--- src/rtl/cla_pkg.sv ---
// Shared constants for the multi-word CLA sequencer: slice width and FSM state codes.
package cla_pkg;

  localparam int SLICE_W = 8;

  localparam logic [1:0] ST_IDLE = 2'd0;
  localparam logic [1:0] ST_RUN  = 2'd1;
  localparam logic [1:0] ST_DONE = 2'd2;

endpackage

--- src/rtl/cla_multiword_seq_if.sv ---
// Host-side bus of the multi-word add/subtract sequencer: request, operands and result.
interface cla_multiword_seq_if #(parameter int WORDS = 4);

  localparam int W = cla_pkg::SLICE_W * WORDS;

  logic         start;
  logic         sub;
  logic         abort;
  logic         cin;
  logic [W-1:0] a;
  logic [W-1:0] b;
  logic         busy;
  logic         done;
  logic [W-1:0] sum;
  logic         cout;
  logic         ovf;

  modport master (
    output start, sub, abort, cin, a, b,
    input  busy, done, sum, cout, ovf
  );

  modport slave (
    input  start, sub, abort, cin, a, b,
    output busy, done, sum, cout, ovf
  );

endinterface

--- src/rtl/cla_structural.sv ---
// 8-bit carry-lookahead adder slice; every carry is a flat sum of generate/propagate products.
module cla_structural
  import cla_pkg::*;
(
  input  logic [SLICE_W-1:0] a,
  input  logic [SLICE_W-1:0] b,
  input  logic               cin,
  output logic [SLICE_W-1:0] sum,
  output logic               cout
);

  logic [SLICE_W-1:0] g;
  logic [SLICE_W-1:0] p;
  logic [SLICE_W:0]   c;
  logic               term;

  assign g = a & b;
  assign p = a ^ b;

  // c[i+1] = g[i] | p[i]g[i-1] | ... | p[i]..p[0]cin, expanded without rippling
  always_comb begin
    c    = '0;
    term = 1'b0;
    c[0] = cin;
    for (int i = 0; i < SLICE_W; i++) begin
      c[i+1] = g[i];
      term   = p[i];
      for (int j = i - 1; j >= 0; j--) begin
        c[i+1] = c[i+1] | (term & g[j]);
        term   = term & p[j];
      end
      c[i+1] = c[i+1] | (term & cin);
    end
  end

  assign sum  = p ^ c[SLICE_W-1:0];
  assign cout = c[SLICE_W];

endmodule

--- src/rtl/cla_multiword_seq.sv ---
// Multi-word add/subtract that time-multiplexes one 8-bit CLA slice, LSB slice first.
//   state   | meaning
//   IDLE    | waiting for start; result registers hold the last outcome
//   RUN     | one slice per cycle, carry registered between slices
//   DONE    | single-cycle done pulse, then back to IDLE
module cla_multiword_seq
  import cla_pkg::*;
#(
  parameter int WORDS = 4
) (
  input  logic                clk,
  input  logic                rst_n,
  cla_multiword_seq_if.slave  bus
);

  localparam int                W     = SLICE_W * WORDS;
  localparam int                IDX_W = $clog2(WORDS) + 1;
  localparam logic [IDX_W-1:0]  LAST  = IDX_W'(WORDS - 1);

  logic [1:0]         state;
  logic [1:0]         state_nx;
  logic [IDX_W-1:0]   idx;
  logic [W-1:0]       a_r;
  logic [W-1:0]       b_r;
  logic               sub_r;
  logic               carry;
  logic [W-1:0]       sum_r;
  logic               cout_r;
  logic               ovf_r;
  logic               busy;
  logic               done;

  logic [SLICE_W-1:0] slice_a;
  logic [SLICE_W-1:0] slice_b;
  logic [SLICE_W-1:0] slice_sum;
  logic               slice_cout;
  logic               ovf_nx;

  always_comb begin
    slice_a = '0;
    slice_b = '0;
    for (int w = 0; w < WORDS; w++) begin
      if (idx == IDX_W'(w)) begin
        slice_a = a_r[w*SLICE_W +: SLICE_W];
        slice_b = sub_r ? ~b_r[w*SLICE_W +: SLICE_W] : b_r[w*SLICE_W +: SLICE_W];
      end
    end
  end

  cla_structural u_slice (
    .a    (slice_a),
    .b    (slice_b),
    .cin  (carry),
    .sum  (slice_sum),
    .cout (slice_cout)
  );

  // a^b^sum at the MSB recovers the carry into the MSB
  assign ovf_nx = slice_cout ^ (slice_a[SLICE_W-1] ^ slice_b[SLICE_W-1] ^ slice_sum[SLICE_W-1]);

  always_ff @(posedge clk or negedge rst_n) begin
    if (!rst_n) state <= ST_IDLE;
    else        state <= state_nx;
  end

  always_comb begin
    state_nx = state;
    case (state)
      ST_IDLE: if (bus.start) state_nx = ST_RUN;
      ST_RUN: begin
        if (bus.abort)        state_nx = ST_IDLE;
        else if (idx == LAST) state_nx = ST_DONE;
      end
      ST_DONE: state_nx = ST_IDLE;
      default: state_nx = ST_IDLE;
    endcase
  end

  always_comb begin
    busy = 1'b0;
    done = 1'b0;
    case (state)
      ST_RUN:  busy = 1'b1;
      ST_DONE: done = 1'b1;
      default: ;
    endcase
  end

  always_ff @(posedge clk or negedge rst_n) begin
    if (!rst_n) begin
      idx    <= '0;
      a_r    <= '0;
      b_r    <= '0;
      sub_r  <= 1'b0;
      carry  <= 1'b0;
      sum_r  <= '0;
      cout_r <= 1'b0;
      ovf_r  <= 1'b0;
    end else begin
      case (state)
        ST_IDLE: begin
          if (bus.start) begin
            a_r    <= bus.a;
            b_r    <= bus.b;
            sub_r  <= bus.sub;
            carry  <= bus.sub ? 1'b1 : bus.cin;
            idx    <= '0;
            sum_r  <= '0;
            cout_r <= 1'b0;
            ovf_r  <= 1'b0;
          end
        end
        ST_RUN: begin
          if (bus.abort) begin
            idx    <= '0;
            sum_r  <= '0;
            cout_r <= 1'b0;
            ovf_r  <= 1'b0;
          end else begin
            for (int w = 0; w < WORDS; w++) begin
              if (idx == IDX_W'(w)) sum_r[w*SLICE_W +: SLICE_W] <= slice_sum;
            end
            carry <= slice_cout;
            if (idx == LAST) begin
              cout_r <= slice_cout;
              ovf_r  <= ovf_nx;
              idx    <= '0;
            end else begin
              idx <= idx + IDX_W'(1);
            end
          end
        end
        default: ;
      endcase
    end
  end

  assign bus.busy = busy;
  assign bus.done = done;
  assign bus.sum  = sum_r;
  assign bus.cout = cout_r;
  assign bus.ovf  = ovf_r;

endmodule

--- src/flat_wrapper.sv ---
// flat-port wrapper written by rule: the top's interface ports become plain ports
module cla_multiword_seq_flat import cla_pkg::*;
#(
  parameter int WORDS = 4
)
  (clk, rst_n, bus_start, bus_sub, bus_abort, bus_cin, bus_a, bus_b, bus_busy, bus_done, bus_sum, bus_cout, bus_ovf);
  cla_multiword_seq_if #(.WORDS(WORDS)) bus_i ();
  input  logic clk;
  input  logic rst_n;
  input wire logic [$bits(bus_i.start)-1:0] bus_start;
  input wire logic [$bits(bus_i.sub)-1:0] bus_sub;
  input wire logic [$bits(bus_i.abort)-1:0] bus_abort;
  input wire logic [$bits(bus_i.cin)-1:0] bus_cin;
  input wire logic [$bits(bus_i.a)-1:0] bus_a;
  input wire logic [$bits(bus_i.b)-1:0] bus_b;
  output wire logic [$bits(bus_i.busy)-1:0] bus_busy;
  output wire logic [$bits(bus_i.done)-1:0] bus_done;
  output wire logic [$bits(bus_i.sum)-1:0] bus_sum;
  output wire logic [$bits(bus_i.cout)-1:0] bus_cout;
  output wire logic [$bits(bus_i.ovf)-1:0] bus_ovf;
  assign bus_i.start = bus_start;
  assign bus_i.sub = bus_sub;
  assign bus_i.abort = bus_abort;
  assign bus_i.cin = bus_cin;
  assign bus_i.a = bus_a;
  assign bus_i.b = bus_b;
  assign bus_busy = bus_i.busy;
  assign bus_done = bus_i.done;
  assign bus_sum = bus_i.sum;
  assign bus_cout = bus_i.cout;
  assign bus_ovf = bus_i.ovf;
  cla_multiword_seq #(.WORDS(WORDS)) u_core (.clk(clk), .rst_n(rst_n), .bus(bus_i));
endmodule
--- config.mk ---
export PLATFORM = sky130hd
export DESIGN_NAME = cla_multiword_seq_flat
export DESIGN_NICKNAME = d
export VERILOG_FILES = /design/src/rtl/cla_pkg.sv /design/src/rtl/cla_multiword_seq_if.sv /design/src/rtl/cla_structural.sv /design/src/rtl/cla_multiword_seq.sv /design/src/flat_wrapper.sv
export SDC_FILE = /design/constraint.sdc
export NUM_CORES = 1
export LEC_CHECK = 0
export CAP_MARGIN = 0
export CORE_MARGIN = 2
export CORE_UTILIZATION = 55
export DETAILED_ROUTE_END_ITERATION = 10
export HOLD_SLACK_MARGIN = 0.05
export PLACE_DENSITY_LB_ADDON = 0.1
export SYNTH_ARGS = -nofsm -noshare
export SYNTH_HDL_FRONTEND = slang
export SYNTH_SLANG_ARGS = --single-unit
--- constraint.sdc ---
create_clock -name clk -period 6.09 [get_ports clk]
set_input_delay 1.827 -clock clk [delete_from_list [all_inputs] [get_ports clk]]
set_output_delay 1.827 -clock clk [all_outputs]
set_load 0.02 [all_outputs]
# Yosys cells after proc, flatten, opt, wreduce, memory -nomap -nowiden
# Index checks and enable logic that the tools add are counted.
# Widths: inputs -> output; s select.
[op_classes]
add_sub_neg = 1
n_mul = 0
n_div = 0
magnitude_cmp = 0
eq_ne = 11
n_shift = 0
n_mux = 40
n_bitwise = 110
reduce_logical = 11
[op_table]
columns = ["operator", "count"]
rows = [
  ["$mux 8", 16],
  ["$and 1x1->1", 64],
  ["$mux 32", 2],
  ["$pmux 32 s2", 1],
  ["$or 1x1->1", 36],
  ["$not 8->8", 4],
  ["$xor 8x8->8", 2],
  ["$reduce_and 3->1", 5],
  ["$ne 3x2->1 const B", 4],
  ["$mux 1", 10],
  ["$mux 3", 3],
  ["$and 8x8->8", 1],
  ["$eq 3x2->1 const B", 2],
  ["$mux 2", 3],
  ["$pmux 1 s2", 3],
  ["$pmux 3 s2", 1],
  ["$reduce_and 2->1", 3],
  ["$ne 2x2->1 const B", 2],
  ["$pmux 2 s2", 1],
  ["$add 3x1->3 const B", 1],
  ["$eq 3x1->1 const B", 1],
  ["$logic_not 3->1", 1],
  ["$xor 1x1->1", 3],
  ["$eq 2x1->1 const B", 1],
  ["3 further kinds", 3],
]
[word_totals]
reg_bits = 105
latchBits = 0
ram_bits = 0
mem_bits_ro = 0
input_bits = 70
output_inout_bits = 36
elab_cells = 185
n_memories = 0

# Depth between registers and ports, before layout
[logic_depth]
word_depth = 21
mapped_depth = 15
depth_no_buf = 13

# Modules after synthesis
# A second synthesis with hierarchy kept.
[hier_totals]
hier_cells = 441
hier_area_um2 = 5151.2
[modules_own_cells]
columns = ["mod", "n_inst", "cells_each", "area_each_um2", "seq_area_each_um2"]
rows = [
  ["cla_multiword_seq", 1, 404, 4833.4, 2627.5],
  ["cla_structural", 1, 37, 317.8, 0.0],
]

# Worst setup path before layout
# No wires, ideal clock.
[synth_timing]
path_type = "register -> register"
from = "register u_core.idx[1]"
to = "register u_core.cout_r, in the netlist u_core.bus.cout"
setup_ns = 0.125
t_arrival_ns = 2.828
required_time_ns = 5.965
path_slack_ns = 3.138
stages_incl_launch_ff = 16
path_buffers = 2
period_less_slack_ns = 2.952
path_cell_list = "dfrtp_1 inv_1 ha_1 nor2b_1 buf_2 buf_2 a22oi_1 nor2_1 a21oi_1 o21ai_1 ha_1 a211oi_4 o211ai_1 o2bb2ai_1 and2_1 mux2_2"
[synth_via]
elab_chain_len = 18
word_cells_on_any_way = 42
classes_between = "4 x eq/ne; 11 x mux; 25 x bitwise; 2 x reduce/logical"
[synth_rtl]
columns = ["element", "line", "text"]
rows = [
  ["start, declared", "cla_multiword_seq.sv:22", "logic [IDX_W-1:0] idx;"],
  ["start signal, assigned", "cla_multiword_seq.sv:129", "idx <= idx + IDX_W'(1);"],
  ["$logic_not 3->1", "cla_multiword_seq.sv:43", "if (idx == IDX_W'(w)) begin"],
  ["$mux 8 (4 in a row)", "cla_multiword_seq.sv:43", ""],
  ["$xor 8x8->8 or $and 8x8->8 (tied branches)", "cla_structural.sv:18, cla_structural.sv:17", ""],
  ["$and 1x1->1 (on tied branches)", "cla_structural.sv:29, cla_structural.sv:30", ""],
  ["$or 1x1->1 (tied with other cells) (6 in a row)", "cla_structural.sv:29", "c[i+1] = c[i+1] | (term & g[j]);"],
  ["$or 1x1->1 or $and 1x1->1 (tied branches)", "cla_structural.sv:29, cla_structural.sv:32", ""],
  ["$or 1x1->1", "cla_structural.sv:32", "c[i+1] = c[i+1] | (term & cin);"],
  ["$mux 1", "cla_multiword_seq.sv:124", "if (idx == LAST) begin"],
  ["$mux 1", "cla_multiword_seq.sv:114", "if (bus.abort) begin"],
  ["$pmux 1 s2", "cla_multiword_seq.sv:100", "case (state)"],
  ["end signal, assigned", "cla_multiword_seq.sv:125", "cout_r <= slice_cout;"],
  ["end, declared", "cla_multiword_seq.sv:28", "logic cout_r;"],
]
# Several ways; a longest one is shown, not always the timed one. The select of a mux whose other input is x is not followed.
# A chain may end at the register's enable or synchronous reset.

# Final worst setup path
[layout_timing]
from = "register u_core.idx[0]"
to = "register u_core.cout_r, in the netlist u_core.bus.cout"
# The elaborated chain is that of the path after synthesis.

==> flow_metrics.py <==
metrics = {
    "synthesis": {
        "ys_async_sr_fraction_pct": 100,
        "synth_cell_types": 54,
        "synthFlopType": "dfrtp_1",
        "synth_nets": 541,
        "yosysSeqAreaShare_pct": 50.4,
        "yosys-top-cells-area": "dfrtp_1 50%, mux2_2 14%, nand2_1 4.8%",
        "synth_edf_count": 0,
        "synth_area_sq_um": 5220,
        "synth_top_area_share_pct": 50.4,
        "synth_area_leader_cell": "dfrtp_1",
        "ys_warn_count": 0,
        "syn_avg_cell_area_sq_um": 11.4,
        "syn_inst": 458,
        "ys_ff_latch": 105,
    },
    "final_layout": {
        "instances_no_fill": 681,
        "syn_to_final_growth_pct": 24.7,
        "layout-drive-gt1-share_pct": 19.6,
        "post-route-util_pct": 70.4,
        "final_area_sq_um": 6500,
        "fillers": 710,
        "nets": 631,
        "final_cell_mix": "105 x dfrtp_1, 104 x clkdlybuf4s50_1, 66 x nand2_1, 66 x mux2_2, 39 x o21ai_0",
        "antennaDiodeCount": 0,
        "final_common_cell": "dfrtp_1",
    },
    "placement": {
        "dp_hpwl_mm": 8.12,
        "post-place-cells": 666,
        "postPlaceCellArea_sq_um": 6310,
        "numPortBuffers": 105,
        "dp_slack_ns": 2.06,
        "place.gp.congestion": 0.826,
    },
    "clock_network": {
        "cts_buffer_depth": 2,
        "root_buffer": "clkbuf_8",
        "clock_latency_ns": 0.36,
        "htree_levels": 3,
        "cts_buffers": 9,
        "post-cts-setup-buffer-count": 0,
        "postCtsHoldBufs": 0,
        "ctsResizeCount": 0,
        "cts_sinks": 105,
        "clk_pin_slew_ns": 0.09,
        "cts_tree": "done",
    },
    "sta": {
        "worst_pin_slew_ns": 1.11,
        "max_freq_ghz": 0.272,
        "hold_slack_ns": 0.490,
        "fin_crit_sh_pct": 60.3,
        "slew_headroom_pct": 26.1,
        "setup_tns_ns": 0,
        "fin_ws_ns": 2.42,
        "finalSetupViolCount": 0,
        "min_period_ns": 3.67,
        "rsz0062_at_grt": "no",
        "final.setup_skew_ns": 0.0152,
        "hold_viol": 0,
        "maxSlewViolCount": 0,
    },
    "die": {
        "dieArea_sq_um": 10300,
        "start_util_pct": 56.4,
        "io_pins": 106,
        "die_x_um": 101,
        "fp.dieH_um": 101,
        "design.core.area_sq_um": 9240,
        "placementRows": 35,
    },
    "pwr": {
        "clkPwrFrac_pct": 11.2,
        "intPower_mw": 2.18,
        "seq_power_share_pct": 30.9,
        "vdd_drop_max_mv": 0.321,
        "power_mw": 3.86,
        "power.switching_mw": 1.69,
        "switching_share_pct": 43.7,
        "p_leak_nw": 2.68,
        "powerDensity_nw_per_um2": 594,
        "pwr-share-comb_pct": 57.9,
    },
    "flow_run": {
        "cap_violations": 0,
    },
    "detailed_routing": {
        "wl_per_cell_um": 16.3,
        "via_per_inst": 5.76,
        "drt_pre_antenna_iters": 5,
        "drtAntennaViolNets": 0,
        "routed_wl_mm": 11.1,
        "drt_iter0_drc": 176,
        "num_vias": 3921,
        "remaining_drc_errors": 0,
    },
    "worst_hold_path": {
        "hold_path_depth": 2,
        "worstHoldPathType": "flip-flop to flip-flop",
        "worstHoldStart": "u_core.bus.sum[8]",
        "whs_endpoint": "u_core.bus.sum[8]",
    },
    "setup_path": {
        "rrSetupSlack_ns": 2.42,
        "reg2reg_from": "u_core.idx[0]",
        "path_class": "flip-flop to flip-flop",
        "cp.arrival_ns": 3.92,
        "cp_data_required_time_ns": 6.34,
        "crit_fanout": 20,
        "start_kind": "flip-flop",
        "end_kind": "flip-flop",
        "r2r-end": "u_core.bus.cout",
        "reg2regPathDepth": 12,
    },
    "grt": {
        "overflow": 0,
        "antenna_found_initial": 0,
        "grtUsageTotal_pct": 23.1,
        "grt_pass1_vias": 3753,
        "grt_pass1_wl_mm": 18.6,
        "grt_max_degree": 70,
    },
    "run_status": {
        "outcome": "finished, final reports clean",
    },
}
## worst max-delay path by stage
stage / startpoint / endpoint / cells after the start
6_report: u_core.idx[0] / u_core.bus.cout / 12
5_1_grt: u_core.idx[0] / u_core.bus.sum[23] / 12
4_1_cts: u_core.idx[0] / u_core.bus.sum[5] / 12
3_5_place_dp: bus_abort / u_core.bus.sum[17] / 5
3_3_place_gp: bus_abort / u_core.bus.sum[20] / 5
2_1_floorplan: u_core.idx[1] / u_core.bus.cout / 15
## critical path: stages (launching register included)
cell and delay [ns]:
dfrtp_1 0.41, inv_1 0.12, ha_1 0.17, nand2b_1 0.38, nand2b_1 0.45, o221a_2 0.32
o22ai_1 0.25, ha_1 0.38, a211oi_1 0.31, o211ai_1 0.17, o2bb2ai_1 0.17, and2_1 0.18
mux2_2 0.25
## metal layers
metal	track usage (%)	part of all wire [%]
met5	0	0
met4	7.80	1.7
met3	3.24	4.5
met2	38.0	48
met1	31.7	45
## power groups by stage
stage | clock network (mW) | logic [mW] | registers [mW]
4_1_cts | 0.440 | 2.24 | 1.19
2_1_floorplan | 0 | 1.68 | 1.18
3_3_place_gp | 0 | 2.17 | 1.19
3_5_place_dp | 0 | 2.23 | 1.21
5_1_grt | 0.464 | 2.49 | 1.24
6_report | 0.432 | 2.24 | 1.19
## kinds of logic after synthesis
family	Yosys count	synth area share [%]
compound gates	125	17.5
simple gates	106	10.1
flops	105	50.4
mux	67	14.4
buf+inv	38	3.62
fa+ha+maj	13	3.26
xor+xnor	4	0.672
## layout make-up
class,instances,area [sq um],share of cell area (%)
well taps,129,161,2.48
inverters,7,26.3,0.404
repair buffers,110,1090,16.7
flip-flops and latches,105,2630,40.4
clock inverters,4,53.8,0.828
clock buffers,11,141,2.17
multi-input cells,315,2400,37.0
## registers in the layout, indices dropped and copies added, names as in the netlist, 2 cells and up
signal / count
u_core.b_r: 32
u_core.idx: 3
u_core.bus.sum: 32
u_core.state: 2
u_core.a_r: 32
## cell usage after synthesis, types with 3 or more instances
cell and n:
clkbuf_1 9, buf_4 6, nand2_1 66, o221ai_1 8
buf_2 13, o21ai_1 4, inv_1 7, nand3_1 3
nor2_1 8, nand2b_1 8, o22ai_1 8, a22oi_1 9
o221a_2 7, a221o_1 8, mux2_2 66, o21ai_0 39
nor2b_1 4, a21oi_1 7, a221oi_1 7, o31ai_1 8
ha_1 12, dfrtp_1 105
Power figures use the tool's default switching activity.
